### src/rtl/ets_sweep_ctrl.sv
// rtl/ets_sweep_ctrl.sv - equivalent-time-sampling sweep engine driving the MMCM fine phase shift
// Define ETS_REWIND_EN to walk the phase back to its start value after the last beat.
module ets_sweep_ctrl #(
   parameter int N_CH     = 4,
   parameter int STEP_W   = 10,
   parameter int AVG_LOG2 = 8,
   parameter int SETTLE   = 16,
   parameter int PS_TMO   = 1024,
   localparam int CNT_W   = AVG_LOG2 + 1
) (
   input  logic                    free_run_clk,
   input  logic                    free_run_rst,
   input  logic                    start,
   input  logic [STEP_W-1:0]       n_steps,
   input  logic [N_CH-1:0]         sample_in,
   input  logic                    locked,
   output logic                    ps_en,
   output logic                    ps_incdec,
   input  logic                    ps_done,
   output logic                    m_valid,
   input  logic                    m_ready,
   output logic [N_CH*CNT_W-1:0]   m_data,
   output logic [STEP_W-1:0]       m_step,
   output logic                    m_last,
   output logic                    busy,
   output logic                    done,
   output logic                    err,
   output logic [STEP_W-1:0]       phase_pos
);

   localparam int N_AVG   = 2 ** AVG_LOG2;
   localparam int MAX_AS  = (N_AVG > SETTLE) ? N_AVG : SETTLE;
   localparam int TMR_MAX = (PS_TMO > MAX_AS) ? PS_TMO : MAX_AS;
   localparam int TMR_W   = $clog2(TMR_MAX + 1);

   typedef enum logic [2:0] {
      S_IDLE,
      S_SETTLE,
      S_ACCUM,
      S_EMIT,
      S_STEP,
      S_WAITPS,
`ifdef ETS_REWIND_EN
      S_REWIND,
`endif
      S_FIN
   } state_t;

   state_t                       state, state_nxt;
   state_t                       after_last, after_ps;
   logic [TMR_W-1:0]             tmr;
   logic [N_CH-1:0][CNT_W-1:0]   cnt;
   logic [STEP_W-1:0]            k, n_lat, last_k;
   logic                         is_last, rewinding, abort;

   assign last_k  = n_lat - 1'b1;
   assign is_last = (k == last_k);

`ifdef ETS_REWIND_EN
   logic [STEP_W-1:0] rew_cnt;

   // Forward WAITPS never has k at the last step, so that marks the rewind phase.
   assign rewinding  = is_last;
   assign after_last = (n_lat == STEP_W'(1)) ? S_FIN : S_REWIND;
   assign after_ps   = rewinding ? ((rew_cnt == STEP_W'(1)) ? S_FIN : S_REWIND) : S_SETTLE;
`else
   assign rewinding  = 1'b0;
   assign after_last = S_FIN;
   assign after_ps   = S_SETTLE;
`endif

   assign abort = (state != S_IDLE) &&
                  (!locked || (state == S_WAITPS && !ps_done && tmr == TMR_W'(PS_TMO - 1)));

   always_ff @(posedge free_run_clk) begin
      if (free_run_rst) state <= S_IDLE;
      else              state <= state_nxt;
   end

   always_comb begin
      state_nxt = state;
      case (state)
         S_IDLE:   if (start && n_steps != '0) state_nxt = S_SETTLE;
         S_SETTLE: if (tmr == TMR_W'(SETTLE - 1)) state_nxt = S_ACCUM;
         S_ACCUM:  if (tmr == TMR_W'(N_AVG - 1)) state_nxt = S_EMIT;
         S_EMIT:   if (m_ready) state_nxt = is_last ? after_last : S_STEP;
         S_STEP:   state_nxt = S_WAITPS;
         S_WAITPS: if (ps_done) state_nxt = after_ps;
`ifdef ETS_REWIND_EN
         S_REWIND: state_nxt = S_WAITPS;
`endif
         S_FIN:    state_nxt = S_IDLE;
         default:  state_nxt = S_IDLE;
      endcase
      if (abort) state_nxt = S_IDLE;
   end

   always_comb begin
      ps_en     = 1'b0;
      ps_incdec = 1'b0;
      m_valid   = 1'b0;
      m_data    = '0;
      m_step    = '0;
      m_last    = 1'b0;
      busy      = (state != S_IDLE);
      case (state)
         S_STEP: begin
            ps_en     = 1'b1;
            ps_incdec = 1'b1;
         end
`ifdef ETS_REWIND_EN
         S_REWIND: ps_en = 1'b1;
`endif
         S_EMIT: begin
            m_valid = 1'b1;
            m_data  = cnt;
            m_step  = k;
            m_last  = is_last;
         end
         default: ;
      endcase
   end

   always_ff @(posedge free_run_clk) begin
      if (free_run_rst) begin
         tmr       <= '0;
         cnt       <= '0;
         k         <= '0;
         n_lat     <= '0;
         phase_pos <= '0;
         done      <= 1'b0;
         err       <= 1'b0;
      end else begin
         done <= 1'b0;
         // One timer serves settle, accumulate and ps_done timeout: it restarts on every state change.
         tmr  <= (state_nxt != state) ? '0 : tmr + 1'b1;
         if (state == S_IDLE && start) begin
            err   <= 1'b0;
            n_lat <= n_steps;
            k     <= '0;
            if (n_steps == '0) done <= 1'b1;
         end
         if (state == S_SETTLE && state_nxt == S_ACCUM) cnt <= '0;
         if (state == S_ACCUM) begin
            for (int i = 0; i < N_CH; i++) cnt[i] <= cnt[i] + CNT_W'(sample_in[i]);
         end
         if (state == S_WAITPS && ps_done && !abort) begin
            if (rewinding) begin
               phase_pos <= phase_pos - 1'b1;
            end else begin
               phase_pos <= phase_pos + 1'b1;
               k         <= k + 1'b1;
            end
         end
         if (state == S_FIN) done <= 1'b1;
         if (abort) begin
            err  <= 1'b1;
            done <= 1'b1;
         end
      end
   end

`ifdef ETS_REWIND_EN
   always_ff @(posedge free_run_clk) begin
      if (free_run_rst) begin
         rew_cnt <= '0;
      end else if (state == S_EMIT && m_ready && is_last) begin
         rew_cnt <= last_k;
      end else if (state == S_WAITPS && ps_done && rewinding) begin
         rew_cnt <= rew_cnt - 1'b1;
      end
   end
`endif

endmodule

### config.mk
export PLATFORM = sky130hd
export DESIGN_NAME = ets_sweep_ctrl
export DESIGN_NICKNAME = d
export VERILOG_FILES = /design/src/rtl/ets_sweep_ctrl.sv
export SDC_FILE = /design/constraint.sdc
export NUM_CORES = 1
export LEC_CHECK = 0
export CORE_ASPECT_RATIO = 0.8
export CORE_MARGIN = 3
export CORE_UTILIZATION = 48
export DETAILED_ROUTE_END_ITERATION = 8
export GPL_TIMING_DRIVEN = 0
export PLACE_DENSITY = 0.74
export SYNTH_ARGS = -nofsm -noshare
export SYNTH_HDL_FRONTEND = slang
export SYNTH_SLANG_ARGS = --single-unit
### constraint.sdc
create_clock -name free_run_clk -period 2.3 [get_ports free_run_clk]
set_input_delay 0.46 -clock free_run_clk [delete_from_list [all_inputs] [get_ports free_run_clk]]
set_output_delay 0.46 -clock free_run_clk [all_outputs]
set_load 0.01 [all_outputs]
==> results by group <==
Yosys
  – Sequential area share after synthesis: 36.8%
  – Yosys reg bits: 82
  – Mean Syn Cell Area: 7.95 um^2
  – Mapped Nets: 594
  – Mapped Area: 4470 um^2
  – Post-synth EDFFs: 0
  – Top-area cell type share of the netlist area: 36.8%
  – Post-synth top cells: dfxtp_1, nand2_1, nor2_1
  – Number of distinct library cells after synthesis: 54
  – Ys async rst share: 0%
  – YS warnings: 0
  – Syn Inst Count: 562
  – Count leader, synth: dfxtp_1
  – Ranking of synthesized cells by area: dfxtp_1, and2_1, nand2_1
  – Synth Flop Type: dfxtp_1
  – Area leader, netlist: dfxtp_1

STA
  – RSZ-0062 raised after global routing: yes
  – Final setup fails: 68
  – Min Clock Period, post-route: 2.65 ns
  – Slew headroom: 61.1%
  – Final worst-path setup slack: -0.346 ns
  – Final Hold Viols: 0
  – Fmax: 0.378 GHz
  – Final Cycle Share: 115%
  – Worst Skew: 0.00885 ns
  – Worst slew pin tran: 0.584 ns
  – Final Max Slew Viols: 0

Worst setup path
  – CP arrival: 2.19 ns
  – Setup Crit Path Kind: flop to output pin
  – Critical Path Sink Type: output pin
  – CP Launch Type: flop
  – CP Max Fanout: 7
  – WP data required: 1.84 ns

Place
  – Placer Congestion: 0.893
  – Port Buf Inserts: 81
  – Final HPWL DP: 8450 um
  – Post-DP Area: 5420 um^2
  – Placed Cells: 755

Power and ir drop
  – Pwr dens: 519 nW/um^2
  – Max VDD drop: 0.000427 V
  – Total Power: 3250 uW
  – Static Leak: 0.00261 uW

Outcome
  – Failing checks: negative setup slack
  – Status: complete, but fails checks

Finish
  – Nets: 712
  – Fraction of layout cells with a size suffix above 1: 28.5%
  – Layout area overhead: 40.0%
  – Final cell count without fillers: 797
  – Final core utilization: 71.5%
  – Final Cell Area: 6250 um^2
  – Ant diodes: 0

Floorplan
  – Starting Density: 51.1%
  – Die ar.: 10500 um^2
  – Placeable core area: 8750 um^2
  – Die height: 92.3 um
  – Chip Width: 114 um
  – Ports: 83
  – Site Rows: 30

Clock network
  – CTS clock-pin slew for the worst setup and hold paths: 0.06 ns
  – Clock Path Buffers: 2
  – CTS sink count: 82
  – CTS tree: yes
  – CTS Hold Bufs: 0
  – Latest clock arrival within the worst-skew pair: 0.34 ns
  – Clk root buf: clkbuf_16
  – CTS H-tree lvls: 3
  – TritonCTS Buffers: 9

Global route
  – Pin count of the biggest net entering global routing: 14
  – Overall Global Routing Usage: 22.7%
  – Initial antenna violation count: 0
  – Overflow after GRT: 0
  – Vias in the first global route: 4033
  – Global-route wire length before repair: 19300 um

Route
  – Drt drc: 0
  – Antenna Violating Nets Remaining: 0
  – WL/cell: 15.9 um
  – Detailed Route Iter0 Violations: 237
  – DRT Pass-1 Iters: 5
  – Post-Route WL: 12700 um
  – Total number of vias: 4548
  – Drt via density: 5.71

Min path
  – Worst min-delay path class: flop to flop

Job
  – Max-cap violations: 0
per-stage QoR:
step | hold WS [ns] | setup TNS [ns] | worst slack, ns
3_5_place_dp | 0.441 | -38.78 | -0.854
5_1_grt | 0.481 | -14.26 | -0.420
2_1_floorplan | 0.422 | 0 | 0.0240
4_1_cts | 0.451 | -1.10 | -0.318
6_report | 0.454 | -9.89 | -0.346
3_3_place_gp | 0.432 | -37.02 | -0.865
cell type report:
class / count / area [um^2]
Clock inverter: 4 / 50.0
Timing Repair Buffer: 109 / 978
Inverter: 7 / 37.5
Buffer: 28 / 203
Sequential cell: 82 / 1650
Clock buffer: 12 / 256
Multi-Input combinational cell: 443 / 2940
Tap cell: 112 / 140
Fill cell: 683 / 2490
registers in the layout, indices dropped and copies added, names as in the netlist:
register	cells
done	1
state	3
k	10
n_lat	10
cnt	36
phase_pos	10
tmr	11
err	1
where the power goes:
group	internal [uW]	switching, uW
Sequential	1440	24.8
Combinational	143	161
Clock	899	581
Total	2480	766
logic make-up after synthesis:
group | share of synthesized area, %
AND/OR/NAND/NOR | 32.6
XOR/XNOR | 6.47
adder cells (fa/ha/maj) | 3.59
buffers and inverters | 3.84
AO/OA/AOI/OAI | 16.8
flip-flops | 36.8
layer usage:
layer	GRT usage (%)	vias to the layer above	wire, um
met4	6.53	0	201
li1	-	2219	-
met2	36.6	169	5850
met3	4.95	21	891
met5	0	-	0
met1	30.4	2139	5740
worst paths after layout:
kind	start	endpoint	slack, ns	cells past startpoint
max	n_lat[0]	m_last	-0.35	8
min	cnt[26]	cnt[26]	0.45	1
max reg2reg	state[1]	cnt[31]	-0.27	10
min reg2reg	cnt[26]	cnt[26]	0.45	1
timing repair:
item	4_1_cts	5_1_grt
setup buffers	17	6
gates resized for setup	176	148
pin swaps	12	24
setup endpoints to repair	79	107
cloned	2	4
cell usage in the layout, fill, tap and decap left out, types with 9 or more instances in the layout:
cell type,n
a21oi_1,26
and2_1,31
and2_4,18
and3_1,25
buf_2,15
buf_4,14
buf_6,32
clkbuf_1,13
clkbuf_16,11
clkbuf_2,20
clkdlybuf4s50_1,30
dfxtp_1,76
ha_1,11
nand2_1,63
nand3_1,19
nand4_1,11
nor2_1,54
nor3_2,11
o21ai_0,9
o21ai_1,29
o21ai_2,22
xnor2_1,13
xor2_1,20
worst max-delay path, stage by stage (launching register included):
cell	delay (ns)
dfxtp_4	0.35
inv_2	0.06
ha_4	0.12
nor3b_4	0.33
and3b_1	0.22
o32ai_1	0.08
o21ai_1	0.23
nor3b_4	0.28
buf_2	0.17
No activity file was read; power rests on OpenSTA's default activity.
